[src/rtl/imem_loader_if.sv]
// Byte-stream input and instruction-memory write port of the boot loader.
// The loader connects through the slave modport and the stream source/memory through master.
interface imem_loader_if #(
    parameter int ADDR_W = 6
);
    logic [7:0]        s_data;
    logic              s_valid;
    logic              s_ready;
    logic              mem_we;
    logic [ADDR_W-1:0] mem_addr;
    logic [31:0]       mem_wdata;

    modport master (
        output s_data, s_valid,
        input  s_ready, mem_we, mem_addr, mem_wdata
    );

    modport slave (
        input  s_data, s_valid,
        output s_ready, mem_we, mem_addr, mem_wdata
    );
endinterface

[src/rtl/imem_loader.sv]
// Boot-time instruction-memory loader: parses a SYNC/len/data/checksum byte frame,
// writes little-endian words and holds the core in reset until a good image is in place.
module imem_loader #(
    parameter int          ADDR_W  = 6,
    parameter int          TIMEOUT = 100000,
    parameter logic [7:0]  SYNC    = 8'hA5
) (
    input  logic              clk,
    input  logic              reset,
    imem_loader_if.slave      bus,
    output logic              cpu_hold,
    output logic              done,
    output logic              err,
    output logic [1:0]        err_code,
    output logic [ADDR_W:0]   words_written
);

    localparam int LW   = ADDR_W + 1;
    localparam int TO_W = $clog2(TIMEOUT + 1);

    typedef enum logic [2:0] {
        S_IDLE,
        S_LEN,
        S_DATA,
        S_CSUM,
        S_DONE,
        S_ERROR
    } state_t;

    state_t            state_q, state_d;
    logic [LW-1:0]     len_q, len_d;
    logic [1:0]        byte_idx_q, byte_idx_d;
    logic [23:0]       asm_q, asm_d;
    logic [7:0]        acc_q, acc_d;
    logic [TO_W-1:0]   to_cnt_q, to_cnt_d;
    logic              mem_we_q, mem_we_d;
    logic [ADDR_W-1:0] mem_addr_q, mem_addr_d;
    logic [31:0]       mem_wdata_q, mem_wdata_d;
    logic              cpu_hold_q, cpu_hold_d;
    logic              done_q, done_d;
    logic              err_q, err_d;
    logic [1:0]        err_code_q, err_code_d;
    logic [LW-1:0]     words_written_q, words_written_d;

    logic s_ready;
    logic accept;
    logic in_frame;

    assign s_ready  = (state_q != S_DONE);
    assign accept   = bus.s_valid && s_ready;
    assign in_frame = (state_q == S_LEN) || (state_q == S_DATA) || (state_q == S_CSUM);

    always_comb begin
        state_d         = state_q;
        len_d           = len_q;
        byte_idx_d      = byte_idx_q;
        asm_d           = asm_q;
        acc_d           = acc_q;
        to_cnt_d        = to_cnt_q;
        mem_we_d        = 1'b0;
        mem_addr_d      = mem_addr_q;
        mem_wdata_d     = mem_wdata_q;
        cpu_hold_d      = cpu_hold_q;
        done_d          = done_q;
        err_d           = err_q;
        err_code_d      = err_code_q;
        words_written_d = words_written_q;

        if (in_frame) begin
            to_cnt_d = accept ? '0 : to_cnt_q + TO_W'(1);
        end

        case (state_q)
            S_IDLE, S_ERROR: begin
                if (accept && bus.s_data == SYNC) begin
                    state_d         = S_LEN;
                    acc_d           = '0;
                    byte_idx_d      = '0;
                    to_cnt_d        = '0;
                    words_written_d = '0;
                    err_d           = 1'b0;
                    err_code_d      = 2'b00;
                    cpu_hold_d      = 1'b1;
                end
            end
            S_LEN: begin
                if (accept) begin
                    if (bus.s_data == 8'd0 || {24'd0, bus.s_data} > 32'(1 << ADDR_W)) begin
                        state_d    = S_ERROR;
                        err_d      = 1'b1;
                        err_code_d = 2'b01;
                    end else begin
                        len_d   = LW'(bus.s_data);
                        state_d = S_DATA;
                    end
                end
            end
            S_DATA: begin
                if (accept) begin
                    acc_d      = acc_q ^ bus.s_data;
                    byte_idx_d = byte_idx_q + 2'd1;
                    asm_d      = {bus.s_data, asm_q[23:8]};
                    // Fourth byte completes the word; the write pulse appears next cycle.
                    if (byte_idx_q == 2'd3) begin
                        mem_we_d        = 1'b1;
                        mem_addr_d      = words_written_q[ADDR_W-1:0];
                        mem_wdata_d     = {bus.s_data, asm_q};
                        words_written_d = words_written_q + LW'(1);
                        if (words_written_q + LW'(1) == len_q) begin
                            state_d = S_CSUM;
                        end
                    end
                end
            end
            S_CSUM: begin
                if (accept) begin
                    if (bus.s_data == acc_q) begin
                        state_d    = S_DONE;
                        done_d     = 1'b1;
                        cpu_hold_d = 1'b0;
                    end else begin
                        state_d    = S_ERROR;
                        err_d      = 1'b1;
                        err_code_d = 2'b10;
                    end
                end
            end
            default: ;
        endcase

        // An accepted byte always wins over an expiring idle count.
        if (in_frame && !accept && to_cnt_q == TO_W'(TIMEOUT - 1)) begin
            state_d    = S_ERROR;
            err_d      = 1'b1;
            err_code_d = 2'b11;
            to_cnt_d   = '0;
        end
    end

    always_ff @(posedge clk or posedge reset) begin
        if (reset) begin
            state_q         <= S_IDLE;
            len_q           <= '0;
            byte_idx_q      <= '0;
            asm_q           <= '0;
            acc_q           <= '0;
            to_cnt_q        <= '0;
            mem_we_q        <= 1'b0;
            mem_addr_q      <= '0;
            mem_wdata_q     <= '0;
            cpu_hold_q      <= 1'b1;
            done_q          <= 1'b0;
            err_q           <= 1'b0;
            err_code_q      <= 2'b00;
            words_written_q <= '0;
        end else begin
            state_q         <= state_d;
            len_q           <= len_d;
            byte_idx_q      <= byte_idx_d;
            asm_q           <= asm_d;
            acc_q           <= acc_d;
            to_cnt_q        <= to_cnt_d;
            mem_we_q        <= mem_we_d;
            mem_addr_q      <= mem_addr_d;
            mem_wdata_q     <= mem_wdata_d;
            cpu_hold_q      <= cpu_hold_d;
            done_q          <= done_d;
            err_q           <= err_d;
            err_code_q      <= err_code_d;
            words_written_q <= words_written_d;
        end
    end

    assign bus.s_ready    = s_ready;
    assign bus.mem_we     = mem_we_q;
    assign bus.mem_addr   = mem_addr_q;
    assign bus.mem_wdata  = mem_wdata_q;
    assign cpu_hold       = cpu_hold_q;
    assign done           = done_q;
    assign err            = err_q;
    assign err_code       = err_code_q;
    assign words_written  = words_written_q;

endmodule

[src/flat_wrapper.sv]
// flat-port wrapper written by rule: the top's interface ports become plain ports
module imem_loader_flat 
#(
    parameter int          ADDR_W  = 6,
    parameter int          TIMEOUT = 100000,
    parameter logic [7:0]  SYNC    = 8'hA5
)
  (clk, reset, cpu_hold, done, err, err_code, words_written, bus_s_data, bus_s_valid, bus_s_ready, bus_mem_we, bus_mem_addr, bus_mem_wdata);
  imem_loader_if #(.ADDR_W(ADDR_W)) bus_i ();
  input  logic clk;
  input  logic reset;
  output logic cpu_hold;
  output logic done;
  output logic err;
  output logic [1:0] err_code;
  output logic [ADDR_W:0] words_written;
  input wire logic [$bits(bus_i.s_data)-1:0] bus_s_data;
  input wire logic [$bits(bus_i.s_valid)-1:0] bus_s_valid;
  output wire logic [$bits(bus_i.s_ready)-1:0] bus_s_ready;
  output wire logic [$bits(bus_i.mem_we)-1:0] bus_mem_we;
  output wire logic [$bits(bus_i.mem_addr)-1:0] bus_mem_addr;
  output wire logic [$bits(bus_i.mem_wdata)-1:0] bus_mem_wdata;
  assign bus_i.s_data = bus_s_data;
  assign bus_i.s_valid = bus_s_valid;
  assign bus_s_ready = bus_i.s_ready;
  assign bus_mem_we = bus_i.mem_we;
  assign bus_mem_addr = bus_i.mem_addr;
  assign bus_mem_wdata = bus_i.mem_wdata;
  imem_loader #(.ADDR_W(ADDR_W), .TIMEOUT(TIMEOUT), .SYNC(SYNC)) u_core (.clk(clk), .reset(reset), .bus(bus_i), .cpu_hold(cpu_hold), .done(done), .err(err), .err_code(err_code), .words_written(words_written));
endmodule
[config.mk]
export PLATFORM = sky130hd
export DESIGN_NAME = imem_loader_flat
export DESIGN_NICKNAME = d
export VERILOG_FILES = /design/src/rtl/imem_loader_if.sv /design/src/rtl/imem_loader.sv /design/src/flat_wrapper.sv
export SDC_FILE = /design/constraint.sdc
export NUM_CORES = 1
export LEC_CHECK = 0
export ABC_AREA = 1
export BUFFER_PORTS_ARGS = -buffer_cell sky130_fd_sc_hd__buf_2
export CAP_MARGIN = 5
export CORE_UTILIZATION = 45
export CTS_BUF_LIST = sky130_fd_sc_hd__clkbuf_2 sky130_fd_sc_hd__clkbuf_4 sky130_fd_sc_hd__clkbuf_8
export CTS_CLUSTER_SIZE = 20
export DETAILED_ROUTE_END_ITERATION = 6
export PLACE_DENSITY = 0.74
export SETUP_SLACK_MARGIN = 0.2
export SYNTH_ARGS = -nofsm -noshare
export SYNTH_HDL_FRONTEND = slang
export SYNTH_SLANG_ARGS = --single-unit
[constraint.sdc]
create_clock -name clk -period 5.5 [get_ports clk]
set_input_delay 0.55 -clock clk [delete_from_list [all_inputs] [get_ports clk]]
set_output_delay 0.55 -clock clk [all_outputs]
set_load 0.005 [all_outputs]
* Word level (Yosys, flattened, before mapping) *
Cells that the tools add are included.

word-level totals
  bits in registers = 112
  bits of input ports = 11
  output and inout bits = 52
  word-level logic and storage cells = 112

cells by class
  add/subtract/negate cells = 3
  $lt $le $gt $ge = 1
  equal/unequal tests = 23
  muxes and demuxes = 45
  bitwise logic cells = 2
  reduce and logical (&&, ||, !) cells = 24

operator list
  kind                                                   count
  2-to-1 mux 17 bit                                      5
  2-to-1 mux 3 bit                                       8
  2-to-1 mux 7 bit                                       3
  adder 17 x 1 -> 17 bit, second input constant          1
  equality test 17 bit, second input constant            1
  2-to-1 mux 8 bit                                       2
  case mux 8 bit (2 select lines)                        1
  inequality test 3 bit, second input constant           5
  2-to-1 mux 2 bit                                       7
  case mux 7 bit (2 select lines)                        1
  2-to-1 mux 1 bit                                       13
  case mux 3 bit (4 select lines)                        1
  AND reduction 3 bit                                    4
  inequality test 3 x 2 -> 1 bit, second input constant  3
  equality test 8 bit                                    1
  equality test 8 bit, second input constant             1
  > comparator 8 x 7 -> 1 bit, second input constant     1
  zero test 8 bit                                        1
  AND reduction 4 bit                                    2
  XOR 8 bit                                              1
  adder 7 x 1 -> 7 bit, second input constant            1
  equality test 7 bit                                    1
  AND reduction 7 bit                                    1
  equality test 3 x 2 -> 1 bit, second input constant    2
  other kinds (22)                                       31

* Depth between registers and ports, before layout *
Gate-level depths: netlist of the first run.

  depth in word-level cells = 7
  gate-level depth with buffers = 15
  gate-level depth less buffers = 15

* Worst setup path before layout of the first run *
Ideal clock, no wire load.

  kind = input port to flip-flop
  from = input bus_s_data[6]
  to = register u_core.acc_q[2]
  library setup time = 0.121 ns
  arrival = 1.591 ns
  data required time = 5.379 ns
  path slack = 3.788 ns
  stages on the path = 7
  path buffers = 2
  cells stage by stage = clkbuf_1 nor4_1 nand4_1 nand2_1 inv_1 buf_2 a22o_1

between the ends
  longest elaborated chain between the ends = 4

ends and longest elaborated chain
  item                                      line                RTL
  from (decl)                               flat_wrapper.sv:17  input wire logic [$bits(bus_i.s_data)-1:0] bus_s_data;
  equality test 8 bit                       imem_loader.sv:75   if (accept && bus.s_data == SYNC) begin
  logical AND 1 bit                         imem_loader.sv:75
  inequality test 2 x 1 -> 1 bit (no line)  n/a
  AND reduction 3 bit (no line)             n/a
  to (signal assigned)                      imem_loader.sv:146  acc_q <= '0;
  to (signal assigned)                      imem_loader.sv:161  acc_q <= acc_d;
  to (decl)                                 imem_loader.sv:34   logic [7:0] acc_q, acc_d;

No other way between the ends.
A chain may end at the register's enable or synchronous reset.

* Final worst setup path of the first run *
  from = register u_core.state_q[2]
  to = register u_core.mem_wdata_q[23], in the netlist u_core.bus.mem_wdata[23]

between the ends
  longest elaborated chain between the ends = 3
  elaborated cells between the ends (all ways) = 4
  those cells by class = eq/ne: 2; reduce/logical: 2

ends and longest elaborated chain
  item                             line                RTL
  from (decl)                      imem_loader.sv:30   state_t state_q, state_d;
  from (signal assigned)           imem_loader.sv:157  state_q <= state_d;
  inequality test 3 bit            imem_loader.sv:49   assign s_ready = (state_q != S_DONE);
  logical AND 1 bit                imem_loader.sv:50   assign accept = bus.s_valid && s_ready;
  AND reduction 3 bit (no line) *  n/a
  to (signal assigned)             imem_loader.sv:165  mem_wdata_q <= mem_wdata_d;
  to (decl)                        imem_loader.sv:38   logic [31:0] mem_wdata_q, mem_wdata_d;

Every way passes the cells marked *; elsewhere a longest branch is shown, timed or not.

==> key figures, run 1 <==
Final layout
  – Area Growth Syn to Fin: 10.99%
  – Finished Cell Area: 0.005787 mm2
  – Filler instances: 1053
  – Commonest non-fill, non-tap cell in the layout: nand2_1
  – Most frequent cells in the layout: 144 x nand2_1, 111 x dfrtp_1, 75 x inv_1
  – Share of cells above drive strength 1: 16.74%
  – Diode count: 0
  – Register area: 0.002804 mm2
  – Final Net Count: 672
  – Area of the multi-input gates: 0.001998 mm2
  – Final core utilization: 52.24%

Synthesis
  – Unique masters post-synth: 43
  – Synthesis-stage register bit count: 112
  – Top_reg_cell synth: dfrtp_1
  – Async SR Flop Fraction: 100.0%
  – Mean Syn Cell Area: 8.661 um2
  – Synth Instances: 602
  – Post-synthesis net count: 616
  – Ys Warns: 0
  – Sequential share of the synthesized area: 53.78%
  – Post-synth EDFFs: 0
  – Mapped Area: 0.005214 mm2

Floorplan
  – Row count: 38
  – Die ar.: 0.01202 mm2
  – Chip height: 109.6 um
  – Core area: 0.01108 mm2
  – Starting density of the core: 47.06%
  – Die W: 109.6 um
  – Io pins: 63

Global routing
  – Overall Global Routing Usage: 19.77%
  – Vias in the first global route: 3985
  – First-pass GRT wire length: 18290 um
  – Initial antenna violation count: 0
  – Overflow after GRT: 0
  – Pin count of the biggest net entering global routing: 78

Clock network
  – CTS root buf: clkbuf_8
  – CTS Sinks: 112
  – H-tree Lvls: 3
  – Clk Latency, worst-skew pair: 0.38 ns
  – Post-cts resize count: 0
  – Clock transition at path regs: 0.10 ns
  – CTS tree: yes
  – CTS buffer count: 9
  – Hold buffer count at CTS: 0
  – Post-CTS Setup Inserts: 0
  – Bufs on Longest Clock Path: 2

Power
  – P per Cell Area: 464.5 mW/mm2
  – Reg power frac: 48.7%
  – NetSw: 1.032 mW
  – Pleak: 2.922 nW
  – Pwr Total: 2.688 mW
  – Internal power: 1.656 mW
  – Clock power frac: 17.3%
  – VDD IR-drop max: 0.3318 mV
  – Sw frac: 38.40%
  – Part of the power in combinational logic: 34.1%

STA
  – Worst Skew: 0.009167 ns
  – Slew HR: 25.19%
  – Period minus WS final: 2.551 ns
  – Fmax: 0.3920 GHz
  – Final period util: 46.38%
  – Setup TNS: 0 ns
  – Worst slew pin tran: 1.120 ns
  – Final setup viols: 0
  – Fin. max-slew vios: 0
  – RSZ-0062 raised after global routing: no
  – Final Hold Viols: 0

Detailed routing
  – Antenna-violating nets left: 0
  – Vias/cell: 5.010
  – DRC: 0
  – Via count: 4023
  – WL/cell: 13.34 um
  – Drt first pass iters: 4
  – Starting DRT DRC Count: 246
  – Post-Route WL: 10720 um

Placed design
  – Port bufs: 62
  – GP Congestion: 0.8955
  – HPWL Detailed: 7783 um
  – Cell Area, Placed: 0.005604 mm2

Setup path
  – Crit Path Category: flop to flop
  – Critical Path End Type: flop
  – Worst R2R Start: u_core.state_q[2]
  – Crit path from: u_core.state_q[2]
  – Worst Path Arrival: 2.83 ns
  – Startpoint types: flop
  – Crit Path Max Fanout: 77
  – CP required: 5.78 ns

Run
  – Max-cap violation count: 0

Worst hold path
  – HP Class: input port to async pin

Run status
  – Outcome: complete, no violations
-- synthesized netlist by cell type, types with 2 or more instances --
| master | count | area, um2 |
|---|---|---|
| a22o_1 | 5 | 43.79 |
| o21ai_0 | 49 | 245.2 |
| ha_1 | 3 | 37.54 |
| o21a_1 | 2 | 15.01 |
| a21oi_1 | 4 | 20.02 |
| xor2_1 | 10 | 87.58 |
| nand2_4 | 2 | 22.52 |
| nor2_2 | 5 | 31.28 |
| nor2_1 | 47 | 176.4 |
| nor2_8 | 2 | 40.04 |
| buf_6 | 4 | 45.04 |
| nor4_1 | 3 | 18.77 |
| o21bai_1 | 2 | 15.01 |
| xnor2_1 | 7 | 61.31 |
| clkbuf_1 | 8 | 30.03 |
| o21ai_1 | 33 | 165.2 |
| nand2_1 | 144 | 540.5 |
| o211ai_1 | 2 | 15.01 |
| o22ai_1 | 2 | 12.51 |
| nor2_4 | 2 | 22.52 |
| inv_1 | 76 | 285.3 |
| inv_2 | 3 | 11.26 |
| dfrtp_1 | 111 | 2778 |
| nand3_2 | 3 | 30.03 |
| buf_2 | 3 | 15.01 |
| nand2_2 | 7 | 43.79 |
| nor3b_1 | 2 | 15.01 |
| nor3_1 | 10 | 50.05 |
| nand3_1 | 24 | 120.1 |
| nand4_1 | 13 | 81.33 |
| buf_1 | 2 | 7.510 |
-- cells by family after synthesis --
family,synth area share [%]
and+or+nand+nor,23.93
AOI/OAI and AO/OA,10.82
xor gates and xnor gates,2.856
buffers and inverters,7.895
adders and majority gates,0.7200
DFF,53.78
-- metrics by stage --
stage               setup WS [ns]  hold slack, ns  cells
floorplan                   1.993          0.4530    602
detailed placement          2.943          0.4684    787
global placement            3.027          0.4561    787
finish                      2.949          0.3792    803
global route                2.610          0.4522    803
CTS                         2.924          0.4105    803
-- routing by layer --
layer  vias up  wire length, um  track usage [%]
li1       2030                -                -
met1      1877             5018            25.18
met2        95             5047            32.12
met3        21              432            5.157
met4         0              216            7.905
met5         -                0                0
-- sequential cells by signal, summed over array words and instances (netlist names), 2 cells and up --
| register | flops |
|---|---|
| u_core.acc_q | 8 |
| u_core.asm_q | 24 |
| u_core.bus.mem_addr | 6 |
| u_core.bus.mem_wdata | 32 |
| u_core.byte_idx_q | 2 |
| u_core.err_code | 2 |
| u_core.len_q | 7 |
| u_core.state_q | 3 |
| u_core.to_cnt_q | 17 |
| u_core.words_written | 7 |
-- final timing paths --
kind / end / slack (ns) / cells past startpoint
max reg2reg: u_core.bus.mem_wdata[23] / 2.95 / 9
max: u_core.bus.mem_wdata[23] / 2.95 / 9
min reg2reg: u_core.asm_q[12] / 0.50 / 2
min in group clk: u_core.asm_q[23] / 0.47 / 3
min: u_core.to_cnt_q[11] / 0.38 / 2
max in group asynchronous: u_core.bus.mem_wdata[30] / 4.12 / 3
-- final cells by class --
cell class / instances / area share, %
clock buffer: 10 / 2.270
clock inverter: 6 / 0.8865
inverter: 81 / 5.341
multi-input combinational: 391 / 34.53
sequential: 112 / 48.45
tap: 140 / 3.027
timing repair buffer: 63 / 5.492
-- critical path, stage by stage, from the launching register on --
cell	delay, ns
dfrtp_1	0.41
inv_2	0.10
nand2_2	0.13
nor2_4	0.15
inv_2	0.08
nor2_8	0.46
inv_4	0.13
nor2_8	0.17
inv_2	0.42
o21ai_0	0.37
-- power by group through the flow --
| stage | registers (mW) | logic [mW] | clock network [mW] |
|---|---|---|---|
| finish | 1.31 | 0.916 | 0.464 |
| global route | 1.35 | 1.06 | 0.515 |
| CTS | 1.31 | 0.922 | 0.479 |
| detailed placement | 1.33 | 0.914 | 0 |
| global placement | 1.31 | 0.879 | 0 |
| floorplan | 1.30 | 0.634 | 0 |
Note: power is estimated with default switching activity, not from simulation.
==> inputs of run 2 (changes only) <==
Clock period 5.5 ns to 2.66 ns, I/O delays scaled along.
==> run 2 against run 1 <==
Compared with the run above:
- global-route usage down 0.50 points
- first-iteration DRC count down 12%
- power up 110%
- flip-flop and latch count unchanged
- sequential share of layout area down 0.61 points
- die area unchanged
- worst setup slack worse by 2.4 ns
- routed wire length down 1.5%
- via count up 1.9%
- maximum frequency up 18%
==> key figures, run 2 (synthesized netlist as in run 1, its figures left out) <==
Power
  – VDD IR-drop max: 0.5106 mV (+54%)
  – Part of the power in combinational logic: 33.6% (-0.5 points)
  – P per Cell Area: 945.6 mW/mm2 (+100%)
  – Sw frac: 37.60% (-0.80 points)
  – Pwr Total: 5.542 mW (+110%)
  – Clock power frac: 17.7% (+0.4 points)
  – Pleak: 2.957 nW (+1.2%)
  – Internal power: 3.458 mW (+110%)
  – NetSw: 2.084 mW (+100%)
  – Reg power frac: 48.8% (about the same)

Global routing
  – Vias in the first global route: 3786 (-5.0%)
  – Pin count of the biggest net entering global routing: 54 (-31%)
  – Initial antenna violation count: 1 (+1)
  – Overall Global Routing Usage: 19.27% (-0.50 points)
  – First-pass GRT wire length: 17890 um (-2.2%)
  – Overflow after GRT: 0 (unchanged)

Detailed routing
  – WL/cell: 13.02 um (-2.4%)
  – Vias/cell: 5.060 (+1.0%)
  – Antenna-violating nets left: 0 (unchanged)
  – Drt first pass iters: 5 (+1)
  – Starting DRT DRC Count: 216 (-12%)
  – Via count: 4099 (+1.9%)
  – DRC: 0 (unchanged)
  – Post-Route WL: 10550 um (-1.5%)

Final layout
  – Max reg flops: 32 (unchanged)
  – Most frequent cells in the layout: 144 x nand2_1, 111 x dfrtp_1, 75 x inv_1
  – Share of cells above drive strength 1: 17.34% (+0.60 points)
  – Filler instances: 1002 (-4.8%)
  – Final Net Count: 678 (+0.89%)
  – Area Growth Syn to Fin: 12.41%
  – Commonest non-fill, non-tap cell in the layout: nand2_1

Floorplan
  – Row count: 38 (unchanged)
  – Die W: 109.6 um (unchanged)
  – Starting density of the core: 47.06% (unchanged)
  – Core area: 0.01108 mm2 (unchanged)
  – Chip height: 109.6 um (unchanged)
  – Die ar.: 0.01202 mm2 (unchanged)
  – Io pins: 63 (unchanged)

STA
  – Worst slew pin tran: 0.9822 ns (-0.1383 ns)
  – RSZ-0062 raised after global routing: no
  – Slew HR: 34.23% (+9.0 points)
  – Worst Skew: 0.01842 ns (+0.009252 ns)
  – Fin. max-slew vios: 0 (unchanged)
  – Final Hold Viols: 0 (unchanged)
  – Setup slack after layout: 0.4998 ns (-2.449 ns)
  – Fmax: 0.4629 GHz (+18%)
  – Final setup viols: 0 (unchanged)
  – Final period util: 81.21% (+35 points)
  – Setup TNS: 0 ns (unchanged)
  – Period minus WS final: 2.160 ns (-0.3907 ns)
  – Worst hold margin: 0.1737 ns (-0.2055 ns)

Clock network
  – Post-cts resize count: 0 (unchanged)
  – CTS tree: yes
  – Bufs on Longest Clock Path: 2 (unchanged)
  – Clk Latency, worst-skew pair: 0.38 ns (about the same)
  – Post-CTS Setup Inserts: 0 (unchanged)
  – CTS buffer count: 9 (unchanged)
  – Clock transition at path regs: 0.11 ns (about the same)
  – Hold buffer count at CTS: 1 (+1)
  – CTS Sinks: 112 (unchanged)
  – CTS root buf: clkbuf_8
  – H-tree Lvls: 3 (unchanged)

Placed design
  – Pre-CTS WS: 0.5240 ns (-2.419 ns)
  – HPWL Detailed: 7865 um (+1.1%)
  – GP Congestion: 0.8397 (-6.2%)
  – Port bufs: 62 (unchanged)

Setup path
  – Crit Path Max Fanout: 43 (-44%)
  – Cells on worst reg2reg path: 9 (unchanged)
  – CP required: 2.91 ns (-2.87 ns)
  – Startpoint types: flop
  – Crit Path Category: flop to flop
  – Worst Path Arrival: 2.41 ns (-0.42 ns)
  – Critical Path End Type: flop

Run
  – Max-cap violation count: 0 (unchanged)

Worst hold path
  – Hold path cells: 3
  – HP Class: input port to flop

Run status
  – Outcome: complete, no violations
[run 2: changes by cell type in the layout (fill, tap and decap cells not counted)]
cell,before,now
buf_4,1,5
clkinv_4,0,1
clkinv_2,1,0
clkbuf_8,9,10
diode_2,0,1
buf_12,0,1
dlygate4sd3_1,0,1
inv_4,2,1
[run 2: cell type report]
cell class,count,area (um2),area share [%]
diodes,1,2.502,0.04270
multi-input cells,391,1998,34.09
clock inverters,5,47.55,0.8113
clock buffers,11,145.1,2.477
inverters,81,310.3,5.295
repair buffers,69,377.9,6.447
flip-flops and latches,112,2804,47.84
well taps,140,175.2,2.989
[run 2: power by group through the flow]
stage	clock, mW	sequential, mW	combinational (mW)
after floorplan	0	2.68	1.31
after global placement	0	2.71	1.82
after detailed placement	0	2.74	1.87
after CTS	1.01	2.70	1.88
after global routing	1.08	2.78	2.17
final	0.979	2.70	1.86
[run 2: worst max-delay path: stages, from the launching register on]
cell and delay [ns]:
dfrtp_1 0.45, nand2_2 0.18, nor2_4 0.06, inv_2 0.12, nor2_8 0.04, inv_4 0.11, nor2_8 0.06, inv_2 0.50
buf_4 0.37, o22ai_1 0.12
[run 2: path summary, 6_finish.rpt]
kind	start	endpoint	slack (ns)
worst min register to register	u_core.done	u_core.done	0.48
worst max-delay path	u_core.state_q[1]	u_core.words_written[4]	0.50
max in group asynchronous	reset	u_core.bus.mem_we	1.33
min in group asynchronous	reset	u_core.bus.mem_wdata[16]	0.51
worst max register to register	u_core.state_q[1]	u_core.words_written[4]	0.50
worst min-delay path	bus_s_data[7]	u_core.asm_q[23]	0.17
[run 2: routing by layer]
layer,part of all wire (%),GRT usage [%]
met3,3.7,4.090
met1,48,26.06
met5,0,0
met2,47,31.58
met4,0.98,5.048
[run 2: stage by stage]
stage               util [%]  std cells  instance area [um2]
floorplan                  -        602                 5218
global placement       51.05        792                 5655
detailed placement     51.05        792                 5655
CTS                    52.88        809                 5858
global route           52.88        809                 5858
finish                 52.90        810                 5861
